<file path="src/rtl/celda_serial_tx_if.sv">
// Handshake bundle for celda_serial_tx: word input, serial L stream and status.
// master = transmitter side, slave = environment (word source / cell chain).
interface celda_serial_tx_if #(
  parameter int unsigned N = 8
);
  logic [N-1:0] in_data;
  logic         in_valid;
  logic         in_ready;
  logic         L_out;
  logic         L_valid;
  logic         L_ready;
  logic         L_first;
  logic         L_last;
  logic         busy;

  modport master (
    input  in_data, in_valid, L_ready,
    output in_ready, L_out, L_valid, L_first, L_last, busy
  );

  modport slave (
    output in_data, in_valid, L_ready,
    input  in_ready, L_out, L_valid, L_first, L_last, busy
  );
endinterface

</file>
<file path="src/rtl/celda_serial_tx.sv">
// Serializing transmitter feeding the L stream of the cell-array checker.
// Optional even-parity trailer bit enabled by defining CELDA_PARITY_EN.
module celda_serial_tx #(
  parameter int unsigned N         = 8,
  parameter bit          MSB_FIRST = 1'b1
) (
  input  logic             clk,
  input  logic             rst_n,
  celda_serial_tx_if.master bus
);

  localparam int unsigned  CW       = $clog2(N);
  localparam logic [CW-1:0] CNT_LAST = CW'(N - 1);

  localparam logic [1:0] IDLE  = 2'd0;
  localparam logic [1:0] SHIFT = 2'd1;
`ifdef CELDA_PARITY_EN
  localparam logic [1:0] PAR   = 2'd2;
`endif

  logic [1:0]    state_q, state_d;
  logic [N-1:0]  sr_q, sr_d;
  logic [CW-1:0] cnt_q, cnt_d;
  logic          head;
`ifdef CELDA_PARITY_EN
  logic          par_q, par_d;
`endif

  always_comb begin
    head    = MSB_FIRST ? sr_q[N-1] : sr_q[0];
    state_d = state_q;
    sr_d    = sr_q;
    cnt_d   = cnt_q;
`ifdef CELDA_PARITY_EN
    par_d   = par_q;
`endif
    case (state_q)
      IDLE: begin
        if (bus.in_valid) begin
          sr_d    = bus.in_data;
          cnt_d   = '0;
          state_d = SHIFT;
`ifdef CELDA_PARITY_EN
          par_d   = ^bus.in_data;
`endif
        end
      end
      SHIFT: begin
        if (bus.L_ready) begin
          sr_d = MSB_FIRST ? {sr_q[N-2:0], 1'b0} : {1'b0, sr_q[N-1:1]};
          // Counter is cleared on the final transfer instead of wrapping past N-1.
          if (cnt_q == CNT_LAST) begin
            cnt_d   = '0;
`ifdef CELDA_PARITY_EN
            state_d = PAR;
`else
            state_d = IDLE;
`endif
          end else begin
            cnt_d = cnt_q + 1'b1;
          end
        end
      end
`ifdef CELDA_PARITY_EN
      PAR: begin
        if (bus.L_ready) state_d = IDLE;
      end
`endif
      default: state_d = IDLE;
    endcase
  end

  always_comb begin
    bus.in_ready = (state_q == IDLE);
    bus.busy     = (state_q != IDLE);
    bus.L_valid  = (state_q != IDLE);
    bus.L_first  = (state_q == SHIFT) && (cnt_q == '0);
    bus.L_out    = 1'b0;
    bus.L_last   = 1'b0;
    if (state_q == SHIFT) bus.L_out = head;
`ifdef CELDA_PARITY_EN
    if (state_q == PAR) begin
      bus.L_out  = par_q;
      bus.L_last = 1'b1;
    end
`else
    bus.L_last = (state_q == SHIFT) && (cnt_q == CNT_LAST);
`endif
  end

  always_ff @(posedge clk or negedge rst_n) begin
    if (!rst_n) begin
      state_q <= IDLE;
      sr_q    <= '0;
      cnt_q   <= '0;
`ifdef CELDA_PARITY_EN
      par_q   <= 1'b0;
`endif
    end else begin
      state_q <= state_d;
      sr_q    <= sr_d;
      cnt_q   <= cnt_d;
`ifdef CELDA_PARITY_EN
      par_q   <= par_d;
`endif
    end
  end

endmodule

</file>
<file path="src/flat_wrapper.sv">
// flat-port wrapper written by rule: the top's interface ports become plain ports
module celda_serial_tx_flat 
#(
  parameter int unsigned N         = 8,
  parameter bit          MSB_FIRST = 1'b1
)
  (clk, rst_n, bus_in_data, bus_in_valid, bus_L_ready, bus_in_ready, bus_L_out, bus_L_valid, bus_L_first, bus_L_last, bus_busy);
  celda_serial_tx_if #(.N(N)) bus_i ();
  input  logic clk;
  input  logic rst_n;
  input wire logic [$bits(bus_i.in_data)-1:0] bus_in_data;
  input wire logic [$bits(bus_i.in_valid)-1:0] bus_in_valid;
  input wire logic [$bits(bus_i.L_ready)-1:0] bus_L_ready;
  output wire logic [$bits(bus_i.in_ready)-1:0] bus_in_ready;
  output wire logic [$bits(bus_i.L_out)-1:0] bus_L_out;
  output wire logic [$bits(bus_i.L_valid)-1:0] bus_L_valid;
  output wire logic [$bits(bus_i.L_first)-1:0] bus_L_first;
  output wire logic [$bits(bus_i.L_last)-1:0] bus_L_last;
  output wire logic [$bits(bus_i.busy)-1:0] bus_busy;
  assign bus_i.in_data = bus_in_data;
  assign bus_i.in_valid = bus_in_valid;
  assign bus_i.L_ready = bus_L_ready;
  assign bus_in_ready = bus_i.in_ready;
  assign bus_L_out = bus_i.L_out;
  assign bus_L_valid = bus_i.L_valid;
  assign bus_L_first = bus_i.L_first;
  assign bus_L_last = bus_i.L_last;
  assign bus_busy = bus_i.busy;
  celda_serial_tx #(.N(N), .MSB_FIRST(MSB_FIRST)) u_core (.clk(clk), .rst_n(rst_n), .bus(bus_i));
endmodule
</file>
<file path="config.mk">
export PLATFORM = sky130hd
export DESIGN_NAME = celda_serial_tx_flat
export DESIGN_NICKNAME = d
export VERILOG_FILES = /design/src/rtl/celda_serial_tx_if.sv /design/src/rtl/celda_serial_tx.sv /design/src/flat_wrapper.sv
export SDC_FILE = /design/constraint.sdc
export NUM_CORES = 1
export LEC_CHECK = 0
export ABC_AREA = 1
export CAP_MARGIN = 20
export CORE_ASPECT_RATIO = 0.8
export CORE_UTILIZATION = 25
export CTS_CLUSTER_DIAMETER = 80
export DETAILED_ROUTE_END_ITERATION = 7
export PLACE_DENSITY = 0.51
export SYNTH_ARGS = -nofsm -noshare
export SYNTH_HDL_FRONTEND = slang
export SYNTH_SLANG_ARGS = --single-unit
</file>
<file path="constraint.sdc">
create_clock -name clk -period 1.8 [get_ports clk]
set_clock_uncertainty 0.15 [all_clocks]
set_input_delay 0.27 -clock clk [delete_from_list [all_inputs] [get_ports clk]]
set_output_delay 0.27 -clock clk [all_outputs]
set_load 0.05 [all_outputs]
</file>
# Word-level counts from Yosys, hierarchy flattened
# Index checks and enable logic that the tools add are counted.
# word_totals
input_bits	12
latch_bits	0
wordCells	29
register_bits	13
rom_bits	0
ramBits	0
output_inout_bits	6
mem_count	0
# op_classes
n_addsub	1
magnitude_cmp	0
n_mux	12
n_shift	0
reduce_logical	8
mul	0
div	0
n_eq_ne	5
bitwise	0
# ops
cell	n
$mux 8	2
$pmux 8 s2	1
$mux 3	3
$mux 2	3
$ne 2x2->1 const B	3
$pmux 3 s2	1
$reduce_and 3->1	2
$pmux 2 s2	1
$reduce_bool 2->1	2
$add 3x1->3 const B	1
$eq 3x3->1 const B	1
$logic_not 3->1	1
$eq 2x1->1 const B	1
$logic_and 1x1->1	2
$logic_not 2->1	1
$mux 1	1

# Depth between registers and ports, before layout
# logic_depth
depth_word	4
ltp_mapped	7
depth_no_buf	7

# Worst setup path after synthesis
# Ideal clock, no wire load.
# synth_timing
kind	register -> output
from	register u_core.state_q[0]
to	output port bus_L_first
arrival_time_ns	1.644
path_slack_ns	-0.264
stages_incl_launch_ff	4
n_path_buf	1
required_ns	1.380
path_cell_list	dfrtp_1 buf_4 nand2_1 nor2_1
# synth_between
elab_chain_len	2
# synth_lines
element	line	source
from (decl)	celda_serial_tx.sv:21	logic [1:0] state_q, state_d;
from (signal assigned)	celda_serial_tx.sv:100	state_q <= state_d;
$eq 2x1->1	celda_serial_tx.sv:77	bus.L_first = (state_q == SHIFT) && (cnt_q == '0);
$logic_and 1x1->1	celda_serial_tx.sv:77	
to (decl)	flat_wrapper.sv:17	output wire logic [$bits(bus_i.L_first)-1:0] bus_L_first;
# No other way between the ends.

# Worst setup path in the final report
# layout_timing
from	register u_core.cnt_q[0]
to	output port bus_L_last
# layout_between
elab_chain_len	2
# layout_lines
element	line	source
from (decl)	celda_serial_tx.sv:23	logic [CW-1:0] cnt_q, cnt_d;
from (signal assigned)	celda_serial_tx.sv:102	cnt_q <= cnt_d;
$eq 3x3->1	celda_serial_tx.sv:87	bus.L_last = (state_q == SHIFT) && (cnt_q == CNT_LAST);
$logic_and 1x1->1	celda_serial_tx.sv:87	
to (decl)	flat_wrapper.sv:18	output wire logic [$bits(bus_i.L_last)-1:0] bus_L_last;
# No other way between the ends.

==> results.json <==
{
  "status": "completed",
  "r2r_slack_ps": 400,
  "cts_tree": "built",
  "combPwrFrac_pct": 50.4,
  "maxSlewViolCount": 0,
  "crit_type": "register to output pin",
  "clk_pin_slew_ps": 70,
  "finalSetupTns_ps": 0,
  "ys_ff_latch": 12,
  "place_hpwl_mm": 1.07,
  "slowest_delay_ps": 400,
  "fp-row-count": 16,
  "grt_max_degree": 16,
  "synth_top_area_share_pct": 44.1,
  "port_buffers": 17,
  "power_frac_seq_pct": 34.0,
  "cts_buffer_depth": 2,
  "layout-drive-gt1-share_pct": 20.5,
  "p_per_area_nw_per_um2": 1380,
  "final.min_clock_period_ps": 1720,
  "irDropWorstVdd_mv": 0.363,
  "grt_overflow": 0,
  "crit_required_ps": 1380,
  "cp_top_family": "flip-flops",
  "grt_antenna_before_repair": 0,
  "cp_cell_sequence": "ha_2 > ha_2 > nand2_1 > inv_2 > buf_12",
  "pwr-share-clk_pct": 15.6,
  "drc_errors": 0,
  "viasPerCell": 4.16,
  "totalWireLength_mm": 1.46,
  "nets": 128,
  "diodes": 0,
  "crit_path_end_kind": "output pin",
  "ys_types": 11,
  "cts_hold_buf": 0,
  "gp_congestion": 0.710,
  "relSlewSlack_pct": 76.7,
  "grt_pass1_vias": 547,
  "finalSetupViolCount": 0,
  "area_growth_pct": 44.3,
  "setup_slack_ps": 84.9,
  "yosysSeqAreaShare_pct": 44.1,
  "sw_frac_of_total_pct": 40.6,
  "hold_class": "input port to asynchronous set/reset pin",
  "numCtsBuffers": 3,
  "critPathMostFrequentCell": "ha_2",
  "internal-power_mw": 0.807,
  "yosys_warnings": 0,
  "htreeDepth": 1,
  "synth.largest_area_cell": "dfrtp_1",
  "wl_per_cell_microns": 9.84,
  "rsz0062_at_grt": "no",
  "die_x_microns": 60.3,
  "die_area_sq_um": 2940,
  "avgSynthCellArea_sq_um": 7.40,
  "crit_buf_inv": 2,
  "crit_fanout": 3,
  "startpoint_type": "register",
  "synth_cells": 92,
  "drt_iter0_drc": 39,
  "fmax_mhz": 583,
  "cts.sinks": 12,
  "grt_pass1_wl_mm": 2.42,
  "dp_worst_setup_slack_ps": 292,
  "drtAntennaViolNets": 0,
  "initial_core_util_pct": 27.2,
  "cp.arrival_ps": 1300,
  "synth_area_leaders": "dfrtp_1 (44%), nand2_1 (25%), nand3_1 (8.8%)",
  "crit_slowest_cell": "dfrtp_1",
  "finalHoldViolCount": 0,
  "pin_count": 18,
  "clkLatencyLatePin_ps": 270,
  "worstMarginPinSlew_ps": 350,
  "drv_cap": 0,
  "drt_pass1_iterations": 4,
  "syn_nets": 107,
  "finalCritPeriodShare_pct": 95.3,
  "die_y_microns": 48.7,
  "num_vias": 615,
  "power.switching_mw": 0.551,
  "netlist_area_sq_um": 681,
  "clock_tree.root_cell": "clkbuf_4",
  "p_leak_nw": 0.528,
  "core_area_sq_um": 2500,
  "track_usage_pct": 11.0
}
-- cell families (layout without fill, tap and decap cells) --
kind of cell / Yosys count / in the layout / synth area share [%]
buffers and inverters: 12 / 32 / 11.0
AOI/OAI and AO/OA: 1 / 1 / 0.735
DFF: 12 / 12 / 44.1
adders and majority gates: 3 / 3 / 5.52
and+or+nand+nor: 64 / 64 / 38.6
-- flip-flops by register name, indices dropped and copies added (netlist names) --
register / count
u_core.state_q: 1
u_core.sr_q: 8
u_core.cnt_q: 3
-- area by class of cell --
type                    count  area (sq um)
repair buffers             21           260
inverters                   7          26.3
flip-flops and latches     12           302
fillers                   255          1520
clock buffers               4          36.3
multi-input cells          68           313
well taps                  36          45.0
-- per-layer routing --
metal	track usage, %	share of wire (%)	routed length (microns)	vias to the layer above
met5	0	0	0	-
met4	4.65	0.96	14	0
met3	3.48	6.0	87	2
met2	13.7	41	595	16
met1	16.8	52	759	277
li1	-	-	-	320
-- timing repair --
action | in CTS | in global routing
endpoints found under the setup margin | 0 | 1
resized for setup | 0 | 3
setup buffers | 0 | 1
-- synth_stat cells (all sizes together) --
master,count
a21oi,1
buf,5
dfrtp,12
ha,3
inv,7
nand2,49
nand3,12
nor2,3
-- cells in the final DEF, fill, tap and decap left out, drive strengths merged --
master and instances:
dfrtp 12, nand2 49, nor2 3, a21oi 1, buf 10, clkbuf 4
clkdlybuf4s50 11, inv 7, nand3 12, ha 3
-- power groups by stage --
stage	logic [mW]	clock network (mW)	registers, mW
floorplan	0.428	0	0.443
global placement	0.663	0	0.463
detailed placement	0.669	0	0.463
CTS	0.671	0.217	0.459
global route	0.764	0.228	0.469
finish	0.685	0.211	0.462
-- worst paths after layout --
| check | from | end | cells after the start |
|---|---|---|---|
| worst max register to register | u_core.state_q[0] | u_core.cnt_q[0] | 4 |
| worst max-delay path | u_core.cnt_q[0] | bus_L_last | 5 |
| min in group clk | u_core.sr_q[0] | u_core.sr_q[0] | 2 |
| max in group asynchronous | rst_n | u_core.sr_q[0] | 2 |
| worst min register to register | u_core.sr_q[0] | u_core.sr_q[0] | 2 |
| worst min-delay path | rst_n | u_core.cnt_q[2] | 1 |
-- stage by stage --
step,cell area [sq um],hold slack [ps],util [%],power (mW),instances
2_1_floorplan,684,-176,-,0.871,92
3_3_place_gp,933,331,37.3,1.13,143
3_5_place_dp,933,339,37.3,1.13,143
4_1_cts,970,106,38.8,1.35,147
5_1_grt,982,121,39.3,1.46,148
6_report,982,103,39.3,1.36,148
Power figures use the tool's default switching activity.
